===== src/rtl/imem_pkg.sv =====
// Shared constants and types for the run-time loadable instruction memory.
package imem_pkg;

  localparam logic [31:0] NOP_INST = 32'h00000013;

  localparam int FAULT_MISALIGN = 0;
  localparam int FAULT_RANGE    = 1;

  typedef enum logic {
    RUN  = 1'b0,
    LOAD = 1'b1
  } state_t;

endpackage


===== src/rtl/imem_byte_packer.sv =====
// Assembles little-endian load bytes into 32-bit words; a flush emits any
// partial word with its unfilled upper lanes zero.
module imem_byte_packer (
  input  logic        clk,
  input  logic        rst,
  input  logic        clear,
  input  logic        data_valid,
  input  logic [7:0]  data,
  input  logic        flush,
  output logic [31:0] word,
  output logic        word_we
);

  logic [1:0] cnt;
  logic [7:0] lane   [4];
  logic [7:0] lane_n [4];

  // Lanes are zeroed whenever a word leaves, so padding comes for free.
  always_comb begin
    for (int i = 0; i < 4; i++) lane_n[i] = lane[i];
    if (data_valid) lane_n[cnt] = data;
    word    = {lane_n[3], lane_n[2], lane_n[1], lane_n[0]};
    word_we = (data_valid && (cnt == 2'd3)) ||
              (flush && (data_valid || (cnt != 2'd0)));
  end

  always_ff @(posedge clk) begin
    if (rst || clear || word_we || flush) begin
      cnt <= 2'd0;
      for (int i = 0; i < 4; i++) lane[i] <= 8'h00;
    end else if (data_valid) begin
      cnt       <= cnt + 2'd1;
      lane[cnt] <= data;
    end
  end

endmodule


===== src/rtl/imem_loadable.sv =====
// Instruction memory loaded over a byte-serial port, fetched through a
// valid/ready handshake with a registered one-cycle read and PC fault flags.
//
//   state | meaning
//   RUN   | fetches accepted, load port closed
//   LOAD  | load bytes accepted and packed into words, fetch blocked
module imem_loadable
  import imem_pkg::*;
#(
  parameter int ADDR_W = 6,
  parameter int DATA_W = 32,
  parameter int PC_W   = 32
) (
  input  logic              clk,
  input  logic              rst,
  input  logic              load_en,
  input  logic              ld_valid,
  input  logic [7:0]        ld_byte,
  output logic              ld_ready,
  output logic              ld_done,
  output logic              ld_overflow,
  input  logic              fetch_valid,
  input  logic [PC_W-1:0]   fetch_pc,
  output logic              fetch_ready,
  output logic              inst_valid,
  output logic [DATA_W-1:0] inst,
  output logic [1:0]        inst_fault
);

  localparam int DEPTH = 2 ** ADDR_W;

  state_t state, state_n;
  logic enter_load, exit_load;
  logic ld_accept, ld_keep, fetch_accept;
  logic [ADDR_W-1:0] word_ptr;
  logic full;
  logic [31:0] pack_word;
  logic pack_we;
  logic [DATA_W-1:0] mem [DEPTH];
  logic [PC_W-1:0] pc_word;
  logic [1:0] fault_n;

  always_ff @(posedge clk) begin
    if (rst) state <= RUN;
    else     state <= state_n;
  end

  always_comb begin
    state_n     = state;
    ld_ready    = 1'b0;
    fetch_ready = 1'b0;
    enter_load  = 1'b0;
    exit_load   = 1'b0;
    case (state)
      RUN: begin
        fetch_ready = 1'b1;
        if (load_en) begin
          state_n    = LOAD;
          enter_load = 1'b1;
        end
      end
      LOAD: begin
        ld_ready = 1'b1;
        if (!load_en) begin
          state_n   = RUN;
          exit_load = 1'b1;
        end
      end
      default: state_n = RUN;
    endcase
  end

  assign ld_accept    = ld_valid && ld_ready;
  assign ld_keep      = ld_accept && !full;
  assign fetch_accept = fetch_valid && fetch_ready;

  imem_byte_packer u_packer (
    .clk        (clk),
    .rst        (rst),
    .clear      (enter_load),
    .data_valid (ld_keep),
    .data       (ld_byte),
    .flush      (exit_load),
    .word       (pack_word),
    .word_we    (pack_we)
  );

  // Once the last word is written the pointer saturates; later bytes only flag overflow.
  always_ff @(posedge clk) begin
    if (rst) begin
      word_ptr    <= '0;
      full        <= 1'b0;
      ld_overflow <= 1'b0;
      ld_done     <= 1'b0;
    end else begin
      ld_done <= exit_load;
      if (enter_load) begin
        word_ptr    <= '0;
        full        <= 1'b0;
        ld_overflow <= 1'b0;
      end else begin
        if (ld_accept && full) ld_overflow <= 1'b1;
        if (pack_we && !full) begin
          if (&word_ptr) full <= 1'b1;
          else           word_ptr <= word_ptr + 1'b1;
        end
      end
    end
  end

  always_ff @(posedge clk) begin
    if (!rst && pack_we && !full) mem[word_ptr] <= DATA_W'(pack_word);
  end

  assign pc_word                 = fetch_pc >> 2;
  assign fault_n[FAULT_MISALIGN] = |fetch_pc[1:0];
  assign fault_n[FAULT_RANGE]    = pc_word >= PC_W'(DEPTH);

  always_ff @(posedge clk) begin
    if (rst) begin
      inst_valid <= 1'b0;
      inst       <= DATA_W'(NOP_INST);
      inst_fault <= 2'b00;
    end else begin
      inst_valid <= fetch_accept;
      if (fetch_accept) begin
        inst_fault <= fault_n;
        inst       <= (|fault_n) ? DATA_W'(NOP_INST) : mem[fetch_pc[ADDR_W+1:2]];
      end
    end
  end

endmodule


===== config.mk =====
export PLATFORM = sky130hd
export DESIGN_NAME = imem_loadable
export DESIGN_NICKNAME = d
export VERILOG_FILES = /design/src/rtl/imem_pkg.sv /design/src/rtl/imem_byte_packer.sv /design/src/rtl/imem_loadable.sv
export SDC_FILE = /design/constraint.sdc
export NUM_CORES = 2
export LEC_CHECK = 0
export CORE_UTILIZATION = 35
export DETAILED_ROUTE_END_ITERATION = 7
export GPL_ROUTABILITY_DRIVEN = 0
export GPL_TIMING_DRIVEN = 0
export SKIP_CTS_REPAIR_TIMING = 1
export SYNTH_ARGS = -nofsm -noshare
export SYNTH_HDL_FRONTEND = slang
export SYNTH_HIERARCHICAL = 1
export SYNTH_SLANG_ARGS = --single-unit

===== constraint.sdc =====
create_clock -name clk -period 11.9 [get_ports clk]
set_input_delay 2.38 -clock clk [delete_from_list [all_inputs] [get_ports clk]]
set_output_delay 2.38 -clock clk [all_outputs]
set_load 0.05 [all_outputs]

==> key figures <==
STA
  – RSZ-0062 raised after global routing: no
  – Setup violators final: 0
  – Skew final: 0.0676 ns
  – Period minus WS final: 6.25 ns
  – Final Slew Violations: 43
  – Share of the clock period used by the worst path after layout: 52.5%
  – Fmax: ~160 MHz
  – Setup TNS: 0 ns
  – Slew @ Worst Pin: 1.68 ns
  – Relative slew margins: -12.1%
  – Fin Hold WS: 0.477 ns
  – Hold Vio Cnt, Final: 0

Die
  – Die area: 238,000 sq um
  – FP Rows: 177
  – Die Wd: 488 microns
  – I/O Pins: 84
  – Die height: between 400 and 500 microns
  – Initial core utilization: between 30% and 40%
  – Core ar.: around 230,000 sq um

Drt
  – Drt pass-1 iters: 6
  – WL final: 311,000 microns
  – Initial DRC Count: around 9,700
  – Routed length per placed instance: 40.7 microns
  – Vias/cell: 6.15
  – Remaining antenna violation count: 0
  – Drc violations: 0
  – Via count: 47,100

Layout
  – Area Overhead vs Synth: 17.8%
  – FILL cells: 20,200
  – Fraction of layout instances using a drive strength above 1: 25.3%
  – Final Cell Area: 97,200 sq um
  – Final net count: about 4,400
  – Final core occ: 41.7%

Global route
  – Vias in the first global route: 44,100
  – Initial antenna violation count: 14
  – First-pass GRT wire length: a little over 400,000 microns
  – Total track usage: 25.9%
  – Largest net degree at the start of global routing: 65
  – GR Overflow Total: 0

Pwr
  – Peak VDD IR: 0.132 mV
  – Clock group share of total power: roughly two fifths
  – Flop pwr share: 52.8%
  – Net switching power: 3580 uW
  – Pwr/cell area: roughly 160 nW/um^2
  – Logic gate share of total power: roughly 5.8%
  – Leakage: 0.0308 uW
  – Sw Ratio: between 20% and 30%
  – Internal: around 12,000 uW

Placement
  – DP Area: 90,600 sq um
  – Port Buf Inserts: 80
  – DP HPWL: 210,000 microns

Logic synthesis
  – Syn_nets: around 4,000
  – Post-synth EDFFs: 2,080
  – Gate Count Post-Synth: between 3,000 and 4,000
  – Synth Flop Type: edfxtp_1
  – #FFs+latches synth: 2,127
  – YS warnings: 6
  – Area of the mapped netlist: 82,500 sq um
  – Post-Syn Area per Cell: around 21 sq um
  – Share of flip-flops with an asynchronous set or reset: 0%
  – Post-synth cell types: 72
  – Sequential area share after synthesis: 76.8%

CTS
  – Clock Tree Root: clkbuf_16
  – Clk sinks: 2,127
  – CTS buffer count: between 200 and 250
  – H-tree depth: 4
  – CTS max path bufs: 3
  – Worst skew pair latency: 0.88 ns
  – Clock Pin Slew Worst Setup and Hold Paths: 0.06 ns
  – TritonCTS clock tree: done

Worst setup path
  – Worst EP required: 12.67 ns
  – Crit-path max FO: 11
  – Crit end category: register
  – Critical Path Start Type: input port
  – CP Data Arrival Time: 7.03 ns
  – CP Class: in -> reg

Outcome
  – Status: complete, but fails checks
  – Failing checks: max-capacitance violations, max-slew violations

Hold path
  – Worst hold-check path type: reg -> reg

Flow run
  – Max-cap violations: 5
## path summary, 6_finish.rpt
path / startpoint / to / slack [ns] / cells past startpoint
min reg2reg: inst[0] / inst[0] / 0.48 / 1
max reg2reg: state / mem[31][8] / 7.28 / 10
min: inst[0] / inst[0] / 0.48 / 1
max: rst / inst[23] / 5.65 / 8
## cell usage after synthesis (all sizes together) (47+ instances only)
cell,number,area (sq um)
o21ai,47,235
a21oi,53,265
dfxtp,47,941
edfxtp,2080,62500
a22oi,85,638
nand2,155,582
mux2i,244,2440
nor2,106,400
buf,163,1180
clkbuf,57,214
nand3,61,305
mux4,439,9910
## worst max-delay path, stage by stage
cell	delay, ns
clkdlybuf4s50_1	0.46
clkbuf_1	0.42
nor2_1	0.57
clkbuf_1	0.89
buf_1	0.85
clkbuf_1	1.14
nand2_1	0.14
o21ai_1	0.12
## power groups by stage
stage | Sequential (uW) | Combinational, uW | Clock, uW
after global placement | 8420 | 855 | 0
after floorplan | 8420 | 456 | 0
final | 8260 | 905 | 6480
after detailed placement | 8420 | 870 | 0
after global routing | 8260 | 909 | 6720
after CTS | 8260 | 872 | 6470
## metal layers
metal	track usage (%)	share of wire, %	vias up
li1	-	-	17200
met4	12.1	5.6	10
met1	34.4	36	25100
met5	0	0.021	-
met3	8.28	15	698
met2	38.4	44	4101
## logic make-up after synthesis
logic type,share of synthesized area (%)
xor+xnor,0.0318
buf+inv,1.77
simple gates,3.09
flops,76.8
compound gates,2.67
mux,15.5
fa+ha+maj,0.0758
## final cells by class
type,instances,area (sq um),area share (%)
tap,3132,3920,4.03
clock inverter,107,931,0.957
timing repair buffer,214,3690,3.80
multi-input combinational,1558,18200,18.7
sequential,2127,63400,65.2
buffer,220,1400,1.44
antenna,5,12.5,0.0129
clock buffer,277,5600,5.76
inverter,19,71.3,0.0733
## cell usage in the layout (no fill, tap or decap), types with 17 or more instances in the layout
master / n
edfxtp_1: 2080
mux4_2: 432
mux2i_1: 244
clkbuf_16: 211
nand2_1: 155
clkbuf_1: 111
buf_12: 107
buf_2: 89
a22oi_1: 85
clkdlybuf4s50_1: 80
nor2_4: 64
nand3_1: 61
a21oi_1: 53
dfxtp_1: 47
clkinv_1: 44
nor2_1: 40
nor2b_1: 35
clkinv_2: 35
buf_4: 34
buf_16: 33
nor3_1: 30
o21ai_0: 28
mux2_2: 25
buf_6: 23
nand4_1: 22
o22ai_1: 21
o21ai_1: 19
inv_1: 18
a31oi_1: 17
mux2_4: 17
## sequential cells by signal, summed over array words and instances, names as in the netlist
signal	cells
full	1
inst	32
inst_fault	2
inst_valid	1
ld_done	1
ld_overflow	1
mem	2048
state	1
u_packer/cnt	2
u_packer/lane	32
word_ptr	6
## metrics by stage
stage	total power, uW	setup WS (ns)	cells
5_1_grt	15900	5.84	7656
2_1_floorplan	8870	6.46	3924
3_5_place_dp	9290	4.96	7267
6_report	15600	5.65	7659
4_1_cts	15600	5.87	7651
3_3_place_gp	9280	1.70	7136
Power figures use the tool's default switching activity.
